==> src/rtl/multicycle_ctrl_fsm.sv <==
// Multicycle control unit for a MIPS-style datapath: sequences fetch/decode/execute/memory/
// writeback, drives all datapath enables and selects, and counts retired instructions.
module multicycle_ctrl_fsm #(
  parameter int unsigned OP_W      = 4,
  parameter int unsigned ALUSRCB_W = 3,
  parameter int unsigned CNT_W     = 16,
  parameter int unsigned MEM_WAIT  = 1
) (
  input  logic                 clk,
  input  logic                 reset,
  input  logic [OP_W-1:0]      op,
  input  logic                 mem_ready,
  input  logic                 stall,
  output logic [1:0]           pc_src,
  output logic                 iord,
  output logic                 mem_read,
  output logic                 mem_write,
  output logic                 ir_write,
  output logic                 pc_write,
  output logic                 reg_write,
  output logic                 reg_dst,
  output logic                 reg_src_a,
  output logic                 alu_src_a,
  output logic                 mem_to_reg,
  output logic [ALUSRCB_W-1:0] alu_src_b,
  output logic [1:0]           alu_dir,
  output logic                 branch,
  output logic                 be,
  output logic                 illegal,
  output logic                 instr_done,
  output logic [CNT_W-1:0]     retire_cnt,
  output logic [3:0]           state_o
);

  typedef enum logic [3:0] {
    StFetch    = 4'd0,
    StDecode   = 4'd1,
    StExecR    = 4'd2,
    StExecI    = 4'd3,
    StExecIu   = 4'd4,
    StExecAddr = 4'd5,
    StExecB    = 4'd6,
    StMemRd    = 4'd7,
    StMemWr    = 4'd8,
    StExecJ    = 4'd9,
    StWbAlu    = 4'd10,
    StWbMem    = 4'd11,
    StTrap     = 4'd12
  } state_e;

  localparam logic [OP_W-1:0] LowMask = OP_W'((64'd1 << (OP_W - 4)) - 64'd1);

  localparam logic [ALUSRCB_W-1:0] SrcBRegB  = ALUSRCB_W'(3'b000);
  localparam logic [ALUSRCB_W-1:0] SrcBOne   = ALUSRCB_W'(3'b001);
  localparam logic [ALUSRCB_W-1:0] SrcBJump  = ALUSRCB_W'(3'b010);
  localparam logic [ALUSRCB_W-1:0] SrcBUpper = ALUSRCB_W'(3'b011);
  localparam logic [ALUSRCB_W-1:0] SrcBSext  = ALUSRCB_W'(3'b100);

  state_e           state_q, state_d;
  state_e           decode_st;
  logic [3:0]       op_class;
  logic             extra_nz;
  logic             ready_eff;
  logic [CNT_W-1:0] cnt_q, cnt_d;

  assign op_class  = op[OP_W-1 -: 4];
  assign extra_nz  = |(op & LowMask);
  assign ready_eff = (MEM_WAIT != 0) ? mem_ready : 1'b1;

  // Opcode class decode; nonzero extra low bits always trap.
  always_comb begin
    decode_st = StTrap;
    if (!extra_nz) begin
      case (op_class)
        4'b1000, 4'b1100, 4'b1011, 4'b1111:                   decode_st = StExecR;
        4'b1001, 4'b1010, 4'b1101, 4'b1110, 4'b0111, 4'b0110: decode_st = StExecI;
        4'b0000:                                              decode_st = StExecIu;
        4'b0001, 4'b0010:                                     decode_st = StExecAddr;
        4'b0100, 4'b0101:                                     decode_st = StExecB;
        4'b0011:                                              decode_st = StExecJ;
        default:                                              decode_st = StTrap;
      endcase
    end
  end

  always_comb begin
    state_d = state_q;
    case (state_q)
      StFetch:    if (ready_eff) state_d = StDecode;
      StDecode:   state_d = decode_st;
      StExecR,
      StExecI,
      StExecIu:   state_d = StWbAlu;
      StExecAddr: state_d = (op_class == 4'b0001) ? StMemRd : StMemWr;
      StExecB,
      StExecJ,
      StTrap:     state_d = StFetch;
      StMemRd:    if (ready_eff) state_d = StWbMem;
      StMemWr:    if (ready_eff) state_d = StFetch;
      StWbAlu,
      StWbMem:    state_d = StFetch;
      default:    state_d = StFetch;
    endcase
    if (stall) state_d = state_q;
  end

  always_comb begin
    pc_src     = 2'b00;
    iord       = 1'b0;
    mem_read   = 1'b0;
    mem_write  = 1'b0;
    ir_write   = 1'b0;
    pc_write   = 1'b0;
    reg_write  = 1'b0;
    reg_dst    = 1'b0;
    reg_src_a  = 1'b0;
    alu_src_a  = 1'b0;
    mem_to_reg = 1'b0;
    alu_src_b  = SrcBRegB;
    alu_dir    = 2'b00;
    branch     = 1'b0;
    be         = 1'b0;
    illegal    = 1'b0;
    instr_done = 1'b0;
    case (state_q)
      StFetch: begin
        mem_read  = 1'b1;
        alu_src_b = SrcBOne;
        pc_write  = ready_eff;
        ir_write  = ready_eff;
      end
      StDecode: begin
        if (!extra_nz && (op_class == 4'b0001 || op_class == 4'b0010)) begin
          reg_dst   = 1'b1;
          reg_src_a = 1'b1;
        end
      end
      StExecR: begin
        alu_src_a = 1'b1;
        alu_dir   = 2'b10;
      end
      StExecI: begin
        alu_src_a = 1'b1;
        alu_src_b = SrcBSext;
        alu_dir   = 2'b10;
      end
      StExecIu: begin
        alu_src_a = 1'b1;
        alu_src_b = SrcBUpper;
        alu_dir   = 2'b10;
      end
      StExecAddr: begin
        alu_src_a = 1'b1;
        alu_src_b = SrcBSext;
      end
      StExecB: begin
        pc_src     = 2'b01;
        branch     = 1'b1;
        be         = (op_class == 4'b0100);
        instr_done = 1'b1;
      end
      StExecJ: begin
        pc_write   = 1'b1;
        alu_src_b  = SrcBJump;
        instr_done = 1'b1;
      end
      StMemRd: begin
        iord     = 1'b1;
        mem_read = 1'b1;
      end
      StMemWr: begin
        iord       = 1'b1;
        mem_write  = 1'b1;
        instr_done = ready_eff;
      end
      StWbAlu: begin
        reg_write  = 1'b1;
        instr_done = 1'b1;
      end
      StWbMem: begin
        reg_write  = 1'b1;
        reg_dst    = 1'b1;
        mem_to_reg = 1'b1;
        instr_done = 1'b1;
      end
      StTrap: begin
        illegal    = 1'b1;
        pc_src     = 2'b10;
        pc_write   = 1'b1;
        instr_done = 1'b1;
      end
      default: ;
    endcase
    // Stall (or an in-flight reset) must not commit any architectural write.
    if (stall || reset) begin
      pc_write   = 1'b0;
      ir_write   = 1'b0;
      reg_write  = 1'b0;
      mem_write  = 1'b0;
      instr_done = 1'b0;
    end
  end

  always_comb begin
    cnt_d = cnt_q;
    if (instr_done) cnt_d = cnt_q + CNT_W'(1);
  end

  always_ff @(posedge clk) begin
    if (reset) begin
      state_q <= StFetch;
      cnt_q   <= '0;
    end else begin
      state_q <= state_d;
      cnt_q   <= cnt_d;
    end
  end

  assign retire_cnt = cnt_q;
  assign state_o    = state_q;

endmodule

==> config.mk <==
export PLATFORM = sky130hd
export DESIGN_NAME = multicycle_ctrl_fsm
export DESIGN_NICKNAME = d
export VERILOG_FILES = /design/src/rtl/multicycle_ctrl_fsm.sv
export SDC_FILE = /design/constraint.sdc
export NUM_CORES = 1
export LEC_CHECK = 0
export ABC_AREA = 1
export CORE_UTILIZATION = 40
export CTS_CLUSTER_DIAMETER = 30
export DETAILED_ROUTE_END_ITERATION = 10
export PLACE_DENSITY = 0.78
export SLEW_MARGIN = 0
export SYNTH_ARGS = -nofsm -noshare
export SYNTH_HDL_FRONTEND = slang
export SYNTH_SLANG_ARGS = --single-unit
==> constraint.sdc <==
create_clock -name clk -period 4.5 [get_ports clk]
set_clock_uncertainty 0.2 [all_clocks]
set_input_delay 0.9 -clock clk [delete_from_list [all_inputs] [get_ports clk]]
set_output_delay 0.9 -clock clk [all_outputs]
set_load 0.03 [all_outputs]
# After elaboration in Yosys (flattened, before gate mapping)

Memories as Yosys holds them, arrays and structs flattened.
Cells that the tools add are included.
W data, S select, Z words.

Logic and storage cells: 63
Bits in read-only memories: 64
Memories kept: 1
Register bits: 20
Output and inout port bits: 41

Eq/ne operators: 18
Muxes and demuxes: 28
Add/subtract/negate cells: 1
Bitwise logic cells: 1
Reduce and logical (&&, ||, !) cells: 12

Memory list:

| memory          | words | width | read ports | clocked after Yosys merged registers in | write ports | RTL line | source |
|---|---|---|---|---|---|---|---|
| (no name shown) | 16    | 4     | 1          | 0                                       | 0           | 74       | `case (op_class)` |

Operator list:

| kind                    | count |
|---|---|
| $pmux W4 S6             | 1 |
| $eq A4 B3 Y1 const B    | 5 |
| $eq A4 B4 Y1 const B    | 5 |
| $mux W1                 | 17 |
| $add A16 B1 Y16 const B | 1 |
| $mux W4                 | 4 |
| $eq A4 B2 Y1 const B    | 3 |
| $pmux W3 S4             | 1 |
| $reduce_or A2 Y1        | 5 |
| $eq A4 B1 Y1 const B    | 2 |
| $ne A2 B2 Y1 const B    | 3 |
| $pmux W1 S2             | 3 |
| $reduce_or A5 Y1        | 1 |
| $logic_not A4 Y1        | 1 |
| $pmux W2 S2             | 1 |
| $reduce_and A4 Y1       | 1 |
| $reduce_or A4 Y1        | 1 |
| $reduce_or A3 Y1        | 1 |
| $logic_or A1 B1 Y1      | 2 |
| $mux W2                 | 1 |
| $not A1 Y1              | 1 |

# Logic depth before layout (Yosys ltp)

Gate-level depths: netlist of run 1.

Depth in word-level cells: 4
Depth in mapped cells: 9
Gate-level depth less buffers: 9

# Worst setup path after synthesis of run 1

No wires, ideal clock.

Kind: input -> output
Start: in stall
End: out reg_write
Cell stages on the path: 3
Buffers on the path: 0
Path slack: 1.406 ns
Data arrival time: 1.994 ns
Cell sequence: nor2_1 > inv_1 > nor3_1

Longest elaborated chain between the ends: 2

RTL lines:

| item               | RTL line | source |
|---|---|---|
| start: declaration | 13       | `input logic stall,` |
| $logic_or A1 B1 Y1 | 195      | `if (stall \|\| reset) begin` |
| $mux W1            | 195      |  |
| end: declaration   | 20       | `output logic reg_write,` |

Every way passes these cells.

# Worst setup path in the final report of run 1

Start: in op[1]
End: out reg_dst

Longest elaborated chain between the ends: 4
Elaborated cells between the ends (all ways): 5
Those cells by class: eq/ne (2); mux (2); reduce/logical (1)

RTL lines:

| item                                         | RTL line | source |
|---|---|---|
| start: declaration                           | 11       | `input logic [OP_W-1:0] op,` |
| $eq A4 B1 Y1 or $eq A4 B2 Y1 (tied branches) | 133      | `if (!extra_nz && (op_class == 4'b0001 \|\| op_class == 4'b0010)) begin` |
| $logic_or A1 B1 Y1 (*)                       | 133      |  |
| $mux W1 (*)                                  | 133      |  |
| $pmux W1 S2 (*)                              | 125      | `case (state_q)` |
| end: declaration                             | 21       | `output logic reg_dst,` |

Every way passes the cells marked *; elsewhere a longest branch is shown, timed or not.

==> impl_metrics.ini, run 1 <==
[outcome]
outcome = finished, final reports clean

[critical_path]
cp.required_ns = 3.40
critPathArrivalTime_ns = 2.73
cp_launch_point = op[1]
setup.worst_path.end_class = output port
endpoint_of_the_lowest_slack_register_to_register_path = retire_cnt[12]$_SDFFE_PP0P_
crit_fanout = 5
setup.worst_path.class = input port to output port
worstReg2RegStart = state_o[1]$_SDFFE_PP0P_
crit_chain = clkdlybuf4s50_1 > inv_1 > ha_1 > o21ai_0 > o22ai_1 > clkdlybuf4s50_1
crit_path_slowest_cell = sky130_fd_sc_hd__clkdlybuf4s50_1
timing.reg2reg.worst_path_depth = 7
worst_setup_path_start_kind = input port
slowest_delay_ns = 0.61
crit_end = reg_dst
worst_path_most_repeated_cell = sky130_fd_sc_hd__clkdlybuf4s50_1
regToRegSetupSlack_ns = 2.53

[timing]
hold_slack_ns = 0.327
final_setup_vio_count = 0
post-route-period-util = 0.850
rsz0062_at_grt = false
finalHoldViolations = 0
period_needed_ns = 3.83
drv_slew = 0
fmax_mhz = 261
setup-tns-final_ns = 0

[logic_synthesis]
synth_edf_count = 0
ys_types = 28
synth_ff_type = sky130_fd_sc_hd__dfxtp_1
synth.largest_area_cell = sky130_fd_sc_hd__dfxtp_1
syn-instance-count = 260
synth_most_common_cell = sky130_fd_sc_hd__nand2_1
synth_async_sr_flop_share = 0
synth_area_um2 = 1590
synth.cells.most_frequent = sky130_fd_sc_hd__nand2_1, sky130_fd_sc_hd__nand3_1, sky130_fd_sc_hd__nor2_1, sky130_fd_sc_hd__inv_1, sky130_fd_sc_hd__dfxtp_1
ff_latch_count_synth = 20
yosys_top_cell_area_share = 0.252
ys.warnings.count = 0
syn_avg_cell_area_um2 = 6.12
synth-seq-area-share = 0.252
synth_fp_nets = 275
synth.top_cells.by_area = sky130_fd_sc_hd__dfxtp_1, sky130_fd_sc_hd__nand2_1, sky130_fd_sc_hd__nand3_1

[clock_tree]
postCtsHoldBufs = 0
cts_setup_buffers = 0
cts_tree = done
clk_root_buffer_cell = sky130_fd_sc_hd__clkbuf_8
clk_transition_reported_paths_ns = 0.07
cts-buffers-inserted = 3
max-clock-path-buffers = 2
post_cts_gate_resize_count = 0
cts.htree.levels = 1
cts.sink_count = 20
worst_skew_pair.late_latency_ns = 0.26

[drt]
dr.first_iter.drc_count = 82
routed-via-count = 1762
wirelength_um = 4040
wl_per_cell_um = 11.5
routed_via_density = 5.02
drt-pass1-iter-count = 4
post-route-drc-count = 0
antenna_violating_nets_post_route = 0

[cells_and_area]
finalInstanceArea_um2 = 2120
drive_gt1_frac = 0.0858
antenna_cells_inserted = 0
flow.area_growth_from_synthesis_pct = 33.0
fin_nets = 320
layout.cells.non_filler = 351

[pwr]
power_uw = 382
max_rail_drop_vdd_mv = 0.117
leakage_power_uw = 0.000883
p_per_area_nw_per_um2 = 181

[hold_path]
hold_path.class = flop to flop

[floorplan]
core_um2 = 3740
design.portCount = 49
dieArea_um2 = 4230
initial_utilization = 0.425
floorplan.die.width_um = 65.1
die_h_um = 65.1
floorplan.rows = 22

[global_routing]
grt_pass1_wl_um = 6870
via_count_of_the_first_global_routing_pass = 1569
grt_antenna_before_repair = 0
grt_max_degree = 21
grt.total_usage = 0.206
grt.overflow.total = 0

[placement]
detailed_place_hpwl_um = 3090
port_buffers = 47
final_weighted_congestion_of_routability_driven_global_placement = 0.883
placed_cell_area_um2 = 2070
numPlacedInstances = 348

[run]
drv.max_cap_violation_count = 0
state kept, by name (all words and copies together) (netlist names):
signal,cells
retire_cnt,16
state_o,4
worst min path at each step:
stage	endpoint	start	cells after the start	slack, ns
floorplan	retire_cnt[15]$_SDFFE_PP0P_	retire_cnt[15]$_SDFFE_PP0P_	2	0.43
global placement	retire_cnt[15]$_SDFFE_PP0P_	retire_cnt[15]$_SDFFE_PP0P_	2	0.30
detailed placement	retire_cnt[15]$_SDFFE_PP0P_	retire_cnt[15]$_SDFFE_PP0P_	2	0.33
CTS	retire_cnt[15]$_SDFFE_PP0P_	retire_cnt[15]$_SDFFE_PP0P_	2	0.34
global route	retire_cnt[15]$_SDFFE_PP0P_	retire_cnt[15]$_SDFFE_PP0P_	2	0.37
finish	retire_cnt[15]$_SDFFE_PP0P_	retire_cnt[15]$_SDFFE_PP0P_	2	0.33
metal layers:
| metal | share of wire | track usage | up-vias |
|---|---|---|---|
| met5 | 0 | 0 | - |
| met2 | 0.52 | 0.380 | 35 |
| met3 | 0.038 | 0.0370 | 4 |
| met1 | 0.44 | 0.237 | 812 |
| li1 | - | - | 911 |
| met4 | 0.0089 | 0.0598 | 0 |
power breakdown:
| group | switching [uW] | leakage (uW) | internal (uW) |
|---|---|---|---|
| sequential | 4.58 | 0.000161 | 179 |
| clock | 57.2 | 0.0000216 | 59.6 |
| combinational | 51.1 | 0.000700 | 30.8 |
stage by stage:
step	util	worst slack [ns]
after floorplan	-	1.41
after global placement	0.554	0.736
after detailed placement	0.554	0.670
after CTS	0.565	0.669
after global routing	0.565	0.474
final	0.565	0.674
layout by cell type, fill, tap and decap left out, types with 2 or more instances in the layout:
cell | netlist | final
sky130_fd_sc_hd__nand2_1 | 81 | 81
sky130_fd_sc_hd__clkdlybuf4s50_1 | 0 | 46
sky130_fd_sc_hd__nand3_1 | 30 | 30
sky130_fd_sc_hd__nor2_1 | 28 | 28
sky130_fd_sc_hd__inv_1 | 27 | 27
sky130_fd_sc_hd__dfxtp_1 | 20 | 20
sky130_fd_sc_hd__a21oi_1 | 13 | 13
sky130_fd_sc_hd__a21oi_2 | 7 | 7
sky130_fd_sc_hd__ha_1 | 7 | 7
sky130_fd_sc_hd__o21ai_0 | 6 | 6
sky130_fd_sc_hd__nor2_2 | 5 | 5
sky130_fd_sc_hd__xor2_1 | 5 | 5
sky130_fd_sc_hd__inv_2 | 4 | 4
sky130_fd_sc_hd__nand4_1 | 4 | 4
sky130_fd_sc_hd__nand3b_1 | 3 | 3
sky130_fd_sc_hd__clkbuf_8 | 0 | 3
sky130_fd_sc_hd__nand3_2 | 2 | 2
sky130_fd_sc_hd__nand2_4 | 2 | 2
sky130_fd_sc_hd__buf_4 | 3 | 2
cell families after synthesis:
family / Yosys count / synth area share
DFF: 20 / 0.252
and+or+nand+nor: 157 / 0.438
other: 1 / 0.00236
xor gates and xnor gates: 6 / 0.0330
buffers and inverters: 39 / 0.105
AOI/OAI and AO/OA: 30 / 0.114
adders and majority gates: 7 / 0.0551
critical path: cells and delay by family:
family	cells	cell delay [ns]
AOI/OAI and AO/OA	2	0.34
buffers and inverters	3	1.27
adders and majority gates	1	0.21
area by class of cell:
| class | count | area [um2] |
|---|---|---|
| fillers | 378 | 1630 |
| multi-input cells | 201 | 1020 |
| repair buffers | 48 | 475 |
| flip-flops and latches | 20 | 400 |
| inverters | 31 | 116 |
| well taps | 48 | 60.1 |
| clock buffers | 3 | 41.3 |
No activity file was read; power rests on OpenSTA's default activity.
==> run 2, diff against run 1 <==
- CAP_MARGIN: default -> 5
==> results of run 2 <==
The final DEF is identical to that of run 1; final timing and power are the same.
==> run 3, diff against run 2 <==
- CORE_MARGIN: default -> 5
- HOLD_SLACK_MARGIN: default -> 0.12
==> run 3 against run 2 <==
Effect of this change: global-route usage is 5.3 points lower; cell count is 0.85% higher; critical path depth unchanged; sequential share of layout area is 0.29 points lower; flip-flop and latch count stayed put; non-clock buffer count unchanged; worst setup slack improved by 0.014 ns; critical path type unchanged; critical endpoint unchanged.
==> impl_metrics.ini, run 3 (same netlist as run 1, synthesis figures left out) <==
[outcome]
outcome = finished, final reports clean

[clock_tree]
postCtsHoldBufs = 0
cts_setup_buffers = 0
post_cts_gate_resize_count = 0
clk_transition_reported_paths_ns = 0.08
cts.htree.levels = 1
cts-buffers-inserted = 3
worst_skew_pair.late_latency_ns = 0.27
cts.sink_count = 20
cts_tree = done
max-clock-path-buffers = 2
clk_root_buffer_cell = sky130_fd_sc_hd__clkbuf_8

[drt]
drt-pass1-iter-count = 4
routed_via_density = 4.79
wirelength_um = 4020
post-route-drc-count = 0
dr.first_iter.drc_count = 123
antenna_violating_nets_post_route = 0
routed-via-count = 1695
wl_per_cell_um = 11.3

[floorplan]
floorplan.die.width_um = 73.1
core_um2 = 3910
floorplan.rows = 23
design.portCount = 49
dieArea_um2 = 5340
die_h_um = 73.1
initial_utilization = 0.406

[critical_path]
regToRegSetupSlack_ns = 2.62
slowest_delay_ns = 0.60
critPathArrivalTime_ns = 2.71
worst_setup_path_start_kind = input port
timing.reg2reg.worst_path_depth = 7
worstReg2RegStart = state_o[1]$_SDFFE_PP0P_
crit_chain = clkdlybuf4s50_1 > inv_1 > ha_1 > o21ai_0 > o22ai_1 > clkdlybuf4s50_1
setup.worst_path.class = input port to output port
critical_path.n_buffers_inverters = 3
cp.required_ns = 3.40
cp_launch_point = op[1]
cp_num_cells = 6
crit_path_slowest_cell = sky130_fd_sc_hd__clkdlybuf4s50_1
endpoint_of_the_lowest_slack_register_to_register_path = retire_cnt[14]$_SDFFE_PP0P_
cpLargestDelayFamily = buffers and inverters
setup.worst_path.end_class = output port
crit_fanout = 5
worst_path_most_repeated_cell = sky130_fd_sc_hd__clkdlybuf4s50_1
crit_end = reg_dst

[placement]
dp_worst_setup_slack_ns = 0.674
final_weighted_congestion_of_routability_driven_global_placement = 0.886
detailed_place_hpwl_um = 3180
numPlacedInstances = 350
port_buffers = 47

[cells_and_area]
fin_nets = 320
drive_gt1_frac = 0.0888
layout.cells.non_filler = 354
flow.area_growth_from_synthesis_pct = 35.1
most-common-layout-cells = sky130_fd_sc_hd__nand2_1, sky130_fd_sc_hd__clkdlybuf4s50_1, sky130_fd_sc_hd__nand3_1, sky130_fd_sc_hd__nor2_1, sky130_fd_sc_hd__inv_1
antenna_cells_inserted = 0
final.fill_count = 406
largest_register_ff_count = 16
final_common_cell = sky130_fd_sc_hd__nand2_1

[timing]
drv_slew = 0
rsz0062_at_grt = false
setup-tns-final_ns = 0
finalHoldViolations = 0
final_setup_vio_count = 0
fmax_mhz = 262
post-route-period-util = 0.847
worst_slack_ns = 0.688
period_needed_ns = 3.81

[global_routing]
grt_pass1_wl_um = 6590
grt_antenna_before_repair = 0
via_count_of_the_first_global_routing_pass = 1535
grt_max_degree = 21
grt.overflow.total = 0
grt.total_usage = 0.153

[hold_path]
worstHoldPathCells = 2
hold_path.class = flop to flop

[pwr]
leakage_power_uw = 0.000897
p_per_area_nw_per_um2 = 208
max_rail_drop_vdd_mv = 0.120
power_uw = 446

[run]
drv.max_cap_violation_count = 0
## run 3: area by class of cell
cell class                      instances  area (um2)  area share
Sequential cell                        20         400       0.186
Tap cell                               50        62.6      0.0291
Timing Repair Buffer                   48         475       0.221
Clock buffer                            3        41.3      0.0192
Inverter                               31         116      0.0542
Clock inverter                          1        30.0      0.0140
Multi-Input combinational cell        201        1020       0.476
## run 3: how the worst min path moves through the flow
stage / end / slack [ns] / from
3_5_place_dp: retire_cnt[15]$_SDFFE_PP0P_ / 0.32 / retire_cnt[15]$_SDFFE_PP0P_
2_1_floorplan: retire_cnt[15]$_SDFFE_PP0P_ / 0.43 / retire_cnt[15]$_SDFFE_PP0P_
3_3_place_gp: retire_cnt[15]$_SDFFE_PP0P_ / 0.30 / retire_cnt[15]$_SDFFE_PP0P_
4_1_cts: retire_cnt[15]$_SDFFE_PP0P_ / 0.33 / retire_cnt[15]$_SDFFE_PP0P_
5_1_grt: retire_cnt[15]$_SDFFE_PP0P_ / 0.35 / retire_cnt[15]$_SDFFE_PP0P_
6_report: retire_cnt[15]$_SDFFE_PP0P_ / 0.33 / retire_cnt[15]$_SDFFE_PP0P_
## run 3: metal layers
layer | up-vias | wire length [um] | track usage
li1 | 916 | - | -
met1 | 741 | 1680 | 0.168
met2 | 32 | 2140 | 0.294
met3 | 6 | 150 | 0.0275
met4 | 0 | 39 | 0.0430
met5 | - | 0 | 0
## run 3: metrics by stage
step	hold WS, ns	instance area, um2	util
6_report	0.334	2150	0.549
2_1_floorplan	0.430	1590	-
4_1_cts	0.330	2150	0.549
3_5_place_dp	0.319	2080	0.531
5_1_grt	0.354	2150	0.549
3_3_place_gp	0.301	2080	0.531
## run 3: worst min-delay path, delay by kind of cell, from the launching register on
kind	cells	cell delay, ns
AOI/OAI and AO/OA	1	0.06
DFF	1	0.34
and+or+nand+nor	1	0.09
## run 3: power breakdown
group | internal [uW] | switching, uW
clock network | 119 | 62.8
registers | 179 | 4.52
logic | 30.5 | 51.1
